$ cat src/rtl/adc128s_fc.sv
// SPI-slave model of an 8-channel 12-bit ADC: the channel requested in one frame is returned in the next.
// SPI pins are double-flopped on clk; MISO is registered and held low while SS_n is high.
module adc128s_fc (
  input  logic        clk,
  input  logic        rst_n,
  input  logic        SS_n,
  input  logic        SCLK,
  input  logic        MOSI,
  output logic        MISO,
  input  logic [11:0] ld_cell_lft,
  input  logic [11:0] ld_cell_rght,
  input  logic [11:0] steerPot,
  input  logic [11:0] batt
);

  logic [2:0]  ss_sr;
  logic [2:0]  sclk_sr;
  logic [1:0]  mosi_sr;
  logic [15:0] rx;
  logic [15:0] tx;
  logic [2:0]  chnl;
  logic [11:0] result;
  logic        sample;
  logic        miso_q;

  logic ss_sync, ss_fall, ss_rise, sclk_rise, sclk_fall, mosi_sync;
  logic [15:0] tx_load;
  logic [11:0] chnl_val;

  // Bit [1] of each shifter is the synchronised level; bit [2] is its previous value for edge detection.
  always_ff @(posedge clk or negedge rst_n) begin
    if (!rst_n) begin
      ss_sr   <= 3'b111;
      sclk_sr <= 3'b000;
      mosi_sr <= 2'b00;
    end else begin
      ss_sr   <= {ss_sr[1:0], SS_n};
      sclk_sr <= {sclk_sr[1:0], SCLK};
      mosi_sr <= {mosi_sr[0], MOSI};
    end
  end

  assign ss_sync   = ss_sr[1];
  assign ss_fall   = ss_sr[2] & ~ss_sr[1];
  assign ss_rise   = ~ss_sr[2] & ss_sr[1];
  assign sclk_rise = ~sclk_sr[2] & sclk_sr[1];
  assign sclk_fall = sclk_sr[2] & ~sclk_sr[1];
  assign mosi_sync = mosi_sr[1];
  assign tx_load   = {4'h0, result};

  always_comb begin
    chnl_val = 12'h000;
    case (chnl)
      3'd0:    chnl_val = ld_cell_lft;
      3'd4:    chnl_val = ld_cell_rght;
      3'd5:    chnl_val = steerPot;
      3'd6:    chnl_val = batt;
      default: chnl_val = 12'h000;
    endcase
  end

  always_ff @(posedge clk or negedge rst_n) begin
    if (!rst_n) begin
      rx     <= 16'h0000;
      tx     <= 16'h0000;
      chnl   <= 3'd0;
      result <= 12'h000;
      sample <= 1'b0;
      miso_q <= 1'b0;
    end else begin
      sample <= 1'b0;
      // The channel is latched on the SS_n rise; the stimulus is sampled on the following clk.
      if (sample)
        result <= chnl_val;
      if (ss_fall) begin
        tx     <= tx_load;
        miso_q <= tx_load[15];
      end else if (ss_rise) begin
        chnl   <= rx[13:11];
        sample <= 1'b1;
        miso_q <= 1'b0;
      end else if (!ss_sync) begin
        if (sclk_rise)
          rx <= {rx[14:0], mosi_sync};
        if (sclk_fall) begin
          tx     <= {tx[14:0], 1'b0};
          miso_q <= tx[14];
        end
      end
    end
  end

  assign MISO = miso_q;

endmodule

$ cat config.mk
export PLATFORM = sky130hd
export DESIGN_NAME = adc128s_fc
export DESIGN_NICKNAME = d
export VERILOG_FILES = /design/src/rtl/adc128s_fc.sv
export SDC_FILE = /design/constraint.sdc
export NUM_CORES = 1
export LEC_CHECK = 0
export CAP_MARGIN = 20
export CORE_ASPECT_RATIO = 0.9
export CORE_UTILIZATION = 35
export CTS_CLUSTER_DIAMETER = 80
export DETAILED_ROUTE_END_ITERATION = 10
export DONT_BUFFER_PORTS = 1
export PLACE_DENSITY = 0.47
export SLEW_MARGIN = 5
export SYNTH_ARGS = -nofsm -noshare
export SYNTH_HDL_FRONTEND = slang
export SYNTH_SLANG_ARGS = --single-unit
$ cat constraint.sdc
create_clock -name clk -period 4.52 [get_ports clk]
set_clock_uncertainty 0.2 [all_clocks]
set_input_delay 0.904 -clock clk [delete_from_list [all_inputs] [get_ports clk]]
set_output_delay 0.904 -clock clk [all_outputs]
set_load 0.01 [all_outputs]
Yosys cells after proc, flatten, opt, wreduce, memory -nomap -nowiden

Cells that the tools add are included.

Input port bits: 53
Register bits: 54
Output and inout port bits: 1

Muxes and demuxes: 11
Eq/ne operators: 6
Reduce and logical (&&, ||, !) cells: 7
Bitwise logic cells: 10

Operators with widths:

| operator                                                         | number |
|---|---|
| 15-bit 2-to-1 mux                                                | 4 |
| 12-bit case mux with 4 select lines                              | 1 |
| 3-bit equality test (second input constant)                      | 3 |
| 1-bit 2-to-1 mux                                                 | 6 |
| 1-bit inverter                                                   | 6 |
| 1-bit bitwise AND                                                | 4 |
| 2-bit AND reduction                                              | 2 |
| 4-bit AND reduction                                              | 1 |
| 3-bit logical NOT                                                | 1 |
| 3-bit by 1-bit != test with 1-bit output (second input constant) | 1 |
| 3-bit AND reduction                                              | 1 |
| 3-bit nonzero test                                               | 1 |
| 2-bit by 1-bit != test with 1-bit output (second input constant) | 1 |
| 2-bit != test (second input constant)                            | 1 |
| 2-bit nonzero test                                               | 1 |

Logic depth before layout (Yosys ltp)

Gate-level depths: netlist of the first run.

Depth in word-level cells: 6
Depth in mapped cells: 7
Depth with buffers taken out: 5

Worst setup path before layout of the first run

No wires, ideal clock.

Kind: flip-flop to flip-flop
From: register ss_sr[1]
To: register rx[10]
Period minus slack after synthesis: 2.110 ns
Required time: 4.195 ns
Path slack: 2.410 ns
Library setup time: 0.125 ns
Stages on the path, launching flop included: 7
Arrival: 1.785 ns
Buffers on the path: 2
Path through: dfstp_2 > inv_1 > ha_1 > and4bb_2 > clkbuf_1 > buf_4 > mux2_2

Longest elaborated chain between the ends: 4
Elaborated cells on any way between the ends: 6
Classes of those cells: bitwise: 5; reduce/logical: 1

RTL lines:

| item                                     | RTL line | RTL |
|---|---|---|
| start: declaration                       | 16       | `logic [2:0] ss_sr;` |
| start signal: assignment                 | 37       | `ss_sr <= {ss_sr[1:0], SS_n};` |
| 1-bit inverter (no source line)          | n/a      |  |
| 1-bit bitwise AND                        | 44       | `assign ss_fall = ss_sr[2] & ~ss_sr[1];` |
| 1-bit inverter (no source line)          | n/a      |  |
| 4-bit AND reduction (no source line) (*) | n/a      |  |
| end signal: assignment                   | 84       | `rx <= {rx[14:0], mosi_sync};` |
| end: declaration                         | 19       | `logic [15:0] rx;` |

Mark *: on every way between the ends. The rest lies on a longest branch, timed or not.
A chain may end at the register's enable or synchronous reset.

Worst setup path in the final report of the first run

From: register ss_sr[2]
To: register tx[1]

Longest elaborated chain between the ends: 4
Elaborated cells on any way between the ends: 8
Classes of those cells: eq/ne: 2; mux: 1; bitwise: 3; reduce/logical: 2

RTL lines:

| item                                 | RTL line | RTL |
|---|---|---|
| 1-bit inverter                       | 45       | `assign ss_rise = ~ss_sr[2] & ss_sr[1];` |
| 1-bit bitwise AND                    | 45       |  |
| 2-bit != test (no source line)       | n/a      |  |
| 3-bit AND reduction (no source line) | n/a      |  |
| end signal: assignment               | 76       | `tx <= tx_load;` |
| end signal: assignment               | 86       | `tx <= {tx[14:0], 1'b0};` |
| end: declaration                     | 20       | `logic [15:0] tx;` |

Several ways; a longest one is shown, not always the timed one.

==> flow_summary.toml, run 1 <==
[worst_setup_path]
crit_path_start_kind = "register"
slowest_stage_cell_on_the_critical_path = "dfstp_2"
cpPeakStageDelay_ns = 0.55
critPathBufInv = 1
path_delay_family = "flip-flops"
timing.critical_path.to_type = "register"
critical_path_arrival_ns = 2.42
critical_path_required_time_ns = 4.51
worstPathCellList = "ha_1, inv_1, a21oi_4, mux2_2"
worstSetupPathType = "register to register"
critical_path_maximum_fanout = 15

[global_route]
grt_antenna_before_repair = 0
global_route.overflow_total = 0
pin_count_of_the_biggest_net_entering_global_routing = 55
grt_usage_pct = 13.9
first_pass_grt_wire_length_mm = 8.21
grt_pass1_vias = 1501

[sta]
worst_slew_pin_slew_ns = 0.795
unrepaired_setup_endpoints_after_global_routing = "no"
report.final.slew_viol_count = 0
timing.final.hold_violations = 0
setup-tns-final_ns = 0
finalSetupViolCount = 0
max_clock_freq_mhz = 411
fin_crit_sh_pct = 53.8
max_slew_margin_pct = 47.0
post-route-min-period_ns = 2.43

[yosys]
synth_ff_type = "dfrtp_1"
synth_common_cells = "51 x dfrtp_1, 28 x mux2_2, 12 x mux2i_1, 12 x o2bb2ai_1"
post-synth-top-count-cell = "dfrtp_1"
count_of_unique_library_cells_instantiated_by_yosys = 34
postSynthAreaPerCell_um2 = 13.9
synth_largest_type_area_fraction_pct = 49.9
share_of_synthesized_flip_flops_with_an_asynchronous_set_or_reset_pct = 100
synth.yosys.seq_area_share_pct = 53.0
synthCells = 184
synth-warning-count = 0
postSynthNetCount = 240
synthesis.area_um2 = 2560
synth.ff_latch_count = 54
synthTopCellsByArea = "dfrtp_1 50%, mux2_2 12%, mux2_4 5.9%"
netlist.top_cell.by_area = "dfrtp_1"
synth-edff-count = 0

[clocking]
clock-root-buffer = "clkbuf_8"
h-tree-depth = 2
cts_buffer_count = 5
clkLatencyLatePin_ns = 0.31
post_cts.repair.setup_buffers = 0
cts.repair.resized = 0
cts_num_sinks = 54
cts.hold.buffers_added = 0
tritoncts_clock_tree = "built"
worst_setup_hold_path_clk_slew_ns = 0.10
cts.path.max_buffers = 2

[cells_and_area]
layout-area-overhead-vs-synth_pct = 4.40
fill_cells = 693
final_design_area_no_fill_um2 = 2670
layout.nets = 235
antenna_cells = 0
finished_layout_cells = 273
area.sequential_um2 = 1360
area_used_by_multi_input_combinational_logic_um2 = 1090
layout_cell_share_with_drive_strength_beyond_1_pct = 30.6

[route]
via_per_inst = 5.22
detail-route-antenna-nets = 0
routed_wire_length_per_instance_um = 18.4
dr.pass1.iters = 4
drtIter0Drc = 53
drc = 0
dr_total_vias = 1424
routed_wl_mm = 5.01

[placed_design]
globalplace.congestion = 0.744
io_buffer_count = 0
detailedPlacementHpwl_mm = 3.68
post-place-cells = 265
place_area_um2 = 2580

[floorplan]
dieWidth_um = 92.1
die_h_um = 83.1
dieArea_um2 = 7660
core_region_area_um2 = 7080
start_util_pct = 36.2
pin_count = 54
placementRows = 29

[min_path]
hold_class = "input pin to async pin"

[power_and_ir_drop]
leakagePower_nw = 1.15
power_per_cell_area_nw_per_um2 = 402
ir_drop_mv = 0.143

[job]
cap_viol_max_count = 0

[status]
status = "completed"
==> cell families after synthesis <==
logic type | count (synthesis) | share of synthesized area [%]
AND/OR/NAND/NOR | 24 | 5.82
buffers and inverters | 18 | 4.60
adder cells (fa/ha/maj) | 3 | 1.47
flip-flops | 54 | 53.0
multiplexers | 50 | 22.9
AO/OA/AOI/OAI | 35 | 12.3
==> sequential cells by signal, indices dropped and copies added (netlist names) <==
signal / flops
sclk_sr: 3
mosi_sr: 2
rx: 14
ss_sr: 3
sample: 1
MISO: 1
result: 12
tx: 15
chnl: 3
==> path summary, 6_finish.rpt <==
| kind | depth (start not counted) | to | from | slack, ns |
|---|---|---|---|---|
| setup reg to reg | 4 | tx[1]$_DFFE_PN0P_ | ss_sr[2]$_DFF_PN1_ | 2.09 |
| hold / removal | 0 | rx[0]$_DFFE_PN0P_ | rst_n | 0.08 |
| hold reg to reg | 0 | mosi_sr[1]$_DFF_PN0_ | mosi_sr[0]$_DFF_PN0_ | 0.16 |
| setup / recovery | 4 | tx[1]$_DFFE_PN0P_ | ss_sr[2]$_DFF_PN1_ | 2.09 |
| min in group clk | 0 | mosi_sr[1]$_DFF_PN0_ | mosi_sr[0]$_DFF_PN0_ | 0.16 |
| max in group asynchronous | 0 | ss_sr[2]$_DFF_PN1_ | rst_n | 3.85 |
==> per-layer routing <==
layer	wire [um]	track usage (%)	part of all wire (%)
met5	0	0	0
met4	37	3.55	0.74
met3	254	5.04	5.1
met2	2310	20.3	46
met1	2420	19.6	48
==> worst reg2reg max path: cells and delay by family, from the launching register on <==
family / cells / cell delay [ns]
AO/OA/AOI/OAI: 1 / 0.47
multiplexers: 1 / 0.39
flip-flops: 1 / 0.55
buffers and inverters: 1 / 0.18
adder cells (fa/ha/maj): 1 / 0.53
==> report_power, final <==
group | total (W) | switching (W) | internal [W] | leakage (nW)
Combinational | 0.000184 | 0.0000555 | 0.000128 | 0.416
Sequential | 0.000620 | 0.0000513 | 0.000569 | 0.687
Clock | 0.000269 | 0.000160 | 0.000109 | 0.0441
==> layout by cell type, fill, tap and decap left out, drive strengths merged, types with 3 or more instances in the layout <==
| cell type | count |
|---|---|
| a221o | 11 |
| a22o | 3 |
| clkbuf | 5 |
| dfrtp | 51 |
| dfstp | 3 |
| ha | 3 |
| inv | 5 |
| mux2 | 38 |
| mux2i | 12 |
| nand2 | 4 |
| nor2b | 11 |
| o2bb2ai | 12 |
==> stage by stage <==
stage | util, % | hold WS [ns] | setup WS, ns | total power [W]
5_1_grt | 37.8 | 0.0522 | 1.94 | 0.00113
3_3_place_gp | 36.4 | 0.131 | 2.11 | 0.000802
4_1_cts | 37.8 | 0.0681 | 2.08 | 0.00108
2_1_floorplan | - | 0.131 | 2.41 | 0.000775
3_5_place_dp | 36.5 | 0.135 | 2.08 | 0.000812
6_report | 37.8 | 0.0803 | 2.09 | 0.00107
==> final cells by class <==
type / count / area share (%)
sequential: 54 / 50.7
inverter: 5 / 0.703
clock inverter: 3 / 0.796
multi-input combinational: 112 / 40.7
clock buffer: 5 / 2.58
tap: 93 / 4.36
timing repair buffer: 1 / 0.187
(Power assumes the default switching activity.)
==> run 2, diff against run 1 <==
PLACE_DENSITY = 0.49   (was 0.47)
clock period = 2.06 ns   (was 4.52 ns; I/O delays follow)
==> flow_summary.toml, run 2 (synthesized netlist as in run 1, its figures left out) <==
[cells_and_area]
layout_cell_share_with_drive_strength_beyond_1_pct = 32.6
largest_register_ff_count = 15
layout_common_cells = "51 x dfrtp_1, 28 x mux2_2, 12 x mux2i_1, 12 x o2bb2ai_1"
largest-register = "tx"
layout.nets = 248
largestRegisters = "tx x15, rx x14, result x12"
layout-area-overhead-vs-synth_pct = 11.2
finished_layout_cells = 286
layout.cells.most_common = "dfrtp_1"
final_util_pct = 40.2
antenna_cells = 0

[clocking]
worst_setup_hold_path_clk_slew_ns = 0.09
h-tree-depth = 2
clkLatencyLatePin_ns = 0.30
tritoncts_clock_tree = "built"
cts.path.max_buffers = 2
post_cts.repair.setup_buffers = 0
cts_buffer_count = 5
clock-root-buffer = "clkbuf_8"
cts_num_sinks = 54

[route]
dr_total_vias = 1486
via_per_inst = 5.20
routed_wire_length_per_instance_um = 16.8
dr.pass1.iters = 4
drtIter0Drc = 96
detail-route-antenna-nets = 0
routed_wl_mm = 4.80
drc = 0

[floorplan]
dieArea_um2 = 7660
start_util_pct = 36.2
pin_count = 54
dieWidth_um = 92.1
placementRows = 29
die_h_um = 83.1
core_region_area_um2 = 7080

[worst_setup_path]
slowest_stage_cell_on_the_critical_path = "dfstp_2"
cpPeakStageDelay_ns = 0.59
worstPathCellList = "inv_1, ha_1, and4bb_4, mux2_2"
critical_path_required_time_ns = 2.05
crit_path_start_kind = "register"
critical_path_maximum_fanout = 7
timing.critical_path.to_type = "register"
critPathBufInv = 1
path_delay_family = "flip-flops"
worstSetupPathType = "register to register"
critical_path_arrival_ns = 1.93

[power_and_ir_drop]
leakagePower_nw = 1.23
ir_drop_mv = 0.331
power_per_cell_area_nw_per_um2 = 874
power.net_switching_w = 0.000571
p_int_w = 0.00192
power.switching_fraction_pct = 23.0
report.power.total_w = 0.00249
comb_power_share_pct = 18.0
part_of_the_total_power_dissipated_in_sequential_elements_pct = 54.2
pwr-share-clk_pct = 27.9

[sta]
worst_slew_pin_slew_ns = 0.437
post-route-min-period_ns = 1.93
unrepaired_setup_endpoints_after_global_routing = "no"
fin_crit_sh_pct = 93.8
finalSetupViolCount = 0
max_clock_freq_mhz = 517
timing.final.hold_violations = 0
max_slew_margin_pct = 70.6
setup-tns-final_ns = 0
holdWs_ns = 0.0535
report.final.slew_viol_count = 0

[global_route]
grt_antenna_before_repair = 0
grt_pass1_vias = 1618
pin_count_of_the_biggest_net_entering_global_routing = 55
first_pass_grt_wire_length_mm = 8.19
grt_usage_pct = 13.7
global_route.overflow_total = 0

[min_path]
hold_class = "input pin to register"

[status]
status = "completed"

[placed_design]
post-place-cells = 272
io_buffer_count = 0
globalplace.congestion = 0.796
detailedPlacementHpwl_mm = 3.36

[job]
cap_viol_max_count = 0
-- run 2: cell count changes in the layout (fill, tap and decap cells not counted), sizes merged --
cell	change
clkinvlp	-1
buf	+8
clkbuf	+1
clkinv	-1
bufinv	+1
dlygate4sd3	+4
and4bb	+1
-- run 2: worst paths after layout --
check,slack (ns),from,cells after the start,to
worst min-delay path,0.05,steerPot[0],1,result[0]$_DFFE_PN0P_
worst min register to register,0.16,sclk_sr[0]$_DFF_PN0_,0,sclk_sr[1]$_DFF_PN0_
min in group asynchronous,0.44,rst_n,2,tx[7]$_DFFE_PN0P_
max in group asynchronous,0.93,rst_n,2,ss_sr[1]$_DFF_PN1_
worst max register to register,0.13,ss_sr[1]$_DFF_PN1_,4,rx[4]$_DFFE_PN0P_
worst max-delay path,0.13,ss_sr[1]$_DFF_PN1_,4,rx[4]$_DFFE_PN0P_
-- run 2: what timing repair did --
item,4_1_cts,5_1_grt
hold buffers,5,0
pin swaps,0,0
resized for setup,1,1
setup endpoints to repair,14,9
endpoints found under the hold margin,57,0
gates cloned,0,1
-- run 2: final cells by class --
class | instances | area, um^2
Inverter | 5 | 18.8
Multi-Input combinational cell | 113 | 1110
Sequential cell | 54 | 1360
Timing Repair Buffer | 13 | 138
Fill cell | 679 | 4230
Clock buffer | 6 | 72.6
Clock inverter | 2 | 38.8
Tap cell | 93 | 116
-- run 2: stage by stage --
| stage | setup slack [ns] | instance area, um^2 |
|---|---|---|
| after floorplan | 0.0228 | 2560 |
| after global placement | 0.0291 | 2640 |
| after detailed placement | -0.0220 | 2650 |
| after CTS | 0.0629 | 2830 |
| after global routing | 0.0443 | 2850 |
| final | 0.127 | 2850 |
-- run 2: power groups by stage --
stage	clock [W]	combinational, W	sequential (W)
after detailed placement	0	0.000409	0.00137
final	0.000693	0.000447	0.00135
after global routing	0.000783	0.000487	0.00138
after floorplan	0	0.000371	0.00133
after CTS	0.000728	0.000452	0.00135
after global placement	0	0.000400	0.00136
-- run 2: per-layer routing --
metal / share of wire (%) / up-vias / track usage, % / routed length [um]
met1: 44 / 747 / 17.7 / 2120
met3: 3.6 / 5 / 3.66 / 173
met2: 51 / 33 / 22.3 / 2450
met5: 0 / - / 0 / 0
li1: - / 701 / - / -
met4: 1.1 / 0 / 4.69 / 53
==> run 3, diff against run 2 <==
TNS_END_PERCENT = 10   (was unset)
==> flow_summary.toml, run 3 (synthesized netlist as in run 1, its figures left out) <==
[route]
drc = 0
routed_wire_length_per_instance_um = 16.7
dr.pass1.iters = 4
drtIter0Drc = 90
dr_total_vias = 1472
via_per_inst = 5.16
detail-route-antenna-nets = 0
routed_wl_mm = 4.76

[status]
status = "completed"

[worst_setup_path]
crit_path_start_kind = "register"
worstReg2RegStart = "ss_sr[1]$_DFF_PN1_"
worstPathCellList = "inv_1, ha_1, and4bb_4, mux2_2"
timing.reg2reg.setup_slack_ns = 0.08
rr_endpoint = "rx[11]$_DFFE_PN0P_"
path_delay_family = "flip-flops"
critical_path_maximum_fanout = 14
r2r.worst_path.cells = 4
slowest_stage_cell_on_the_critical_path = "dfstp_2"
critical_path_arrival_ns = 1.98
worstSetupPathType = "register to register"
setup.worst_path.start = "ss_sr[1]$_DFF_PN1_"
timing.critical_path.depth = 4
critical_path.endpoint = "rx[11]$_DFFE_PN0P_"
critical_path_required_time_ns = 2.05
critPathBufInv = 1
timing.critical_path.to_type = "register"
cpPeakStageDelay_ns = 0.59

[sta]
timing.final.hold_violations = 0
post-route-min-period_ns = 1.98
holdWs_ns = 0.0535
finalSetupViolCount = 0
setup_slack_ns = 0.0788
report.final.slew_viol_count = 0
max_clock_freq_mhz = 505
max_slew_margin_pct = 70.6
worst_slew_pin_slew_ns = 0.437
unrepaired_setup_endpoints_after_global_routing = "yes"
fin_crit_sh_pct = 96.2

[cells_and_area]
final_util_pct = 40.0
layout_cell_share_with_drive_strength_beyond_1_pct = 32.3
layout_common_cells = "51 x dfrtp_1, 28 x mux2_2, 12 x mux2i_1, 12 x o2bb2ai_1"
antenna_cells = 0
layout.cells.most_common = "dfrtp_1"
largest-register = "tx"
largestRegisters = "tx x15, rx x14, result x12"
largest_register_ff_count = 15
layout-area-overhead-vs-synth_pct = 10.6
fill_cells = 682
layout.nets = 247

[global_route]
grt_pass1_vias = 1618
met2_capacity_usage_during_global_routing_pct = 22.3
met3_usage_grt_pct = 3.66
grt_antenna_before_repair = 0
first_pass_grt_wire_length_mm = 8.19
grt_usage_pct = 13.7
grt.busiest_layer = "met2"
use_met1_pct = 17.7
global_route.overflow_total = 0
pin_count_of_the_biggest_net_entering_global_routing = 55

[power_and_ir_drop]
report.power.total_w = 0.00248
leakagePower_nw = 1.23
ir_drop_mv = 0.332
power_per_cell_area_nw_per_um2 = 878

[placed_design]
io_buffer_count = 0
globalplace.congestion = 0.796
detailedPlacementHpwl_mm = 3.36
pre_cts_ws_ns = -0.0220

[job]
cap_viol_max_count = 0

[clocking]
cts.path.max_buffers = 2
h-tree-depth = 2
tritoncts_clock_tree = "built"
clock-root-buffer = "clkbuf_8"
worst_setup_hold_path_clk_slew_ns = 0.09
clkLatencyLatePin_ns = 0.30
cts_num_sinks = 54
cts_buffer_count = 5

[floorplan]
dieWidth_um = 92.1
start_util_pct = 36.2
core_region_area_um2 = 7080
pin_count = 54
dieArea_um2 = 7660
placementRows = 29
die_h_um = 83.1

[min_path]
hold_class = "input pin to register"
## run 3: power breakdown
| group | internal [W] | total (W) | leakage (nW) | switching (W) |
|---|---|---|---|---|
| Combinational | 0.000301 | 0.000444 | 0.486 | 0.000143 |
| Sequential | 0.00125 | 0.00135 | 0.687 | 0.0000983 |
| Clock | 0.000365 | 0.000693 | 0.0554 | 0.000328 |
## run 3: final cells by class
class	instances	area, um^2	area share [%]
Sequential cell	54	1360	47.9
Multi-Input combinational cell	112	1090	38.5
Timing Repair Buffer	13	138	4.87
Tap cell	93	116	4.11
Clock buffer	6	72.6	2.57
Clock inverter	2	38.8	1.37
Inverter	5	18.8	0.663
## run 3: what timing repair did
item	CTS	global route
hold buffers	5	0
setup endpoints to repair	14	9
gates cloned	0	0
buffers inserted	0	0
gates resized for setup	1	0
hold endpoints to repair	57	0
## run 3: worst min-delay path by stage
stage | startpoint | endpoint | slack, ns | cells after the start
after floorplan | rst_n | MISO$_DFFE_PN0P_ | -0.08 | 0
after global placement | rst_n | result[7]$_DFFE_PN0P_ | -0.08 | 0
after detailed placement | rst_n | result[8]$_DFFE_PN0P_ | -0.08 | 0
after CTS | steerPot[0] | result[0]$_DFFE_PN0P_ | 0.04 | 1
after global routing | steerPot[0] | result[0]$_DFFE_PN0P_ | 0.02 | 1
final | steerPot[0] | result[0]$_DFFE_PN0P_ | 0.05 | 1
## run 3: layer usage
| layer | part of all wire (%) | wire, um | vias to the layer above |
|---|---|---|---|
| li1 | - | - | 695 |
| met1 | 45 | 2130 | 739 |
| met2 | 51 | 2410 | 33 |
| met3 | 3.6 | 173 | 5 |
| met4 | 1.1 | 53 | 0 |
| met5 | 0 | 0 | - |
## run 3: through the flow
stage	TNS (ns)	area [um^2]	std cells
global placement	0	2640	271
floorplan	0	2560	184
CTS	0	2830	285
finish	0	2830	285
global route	-0.0610	2830	285
detailed placement	-0.219	2650	272
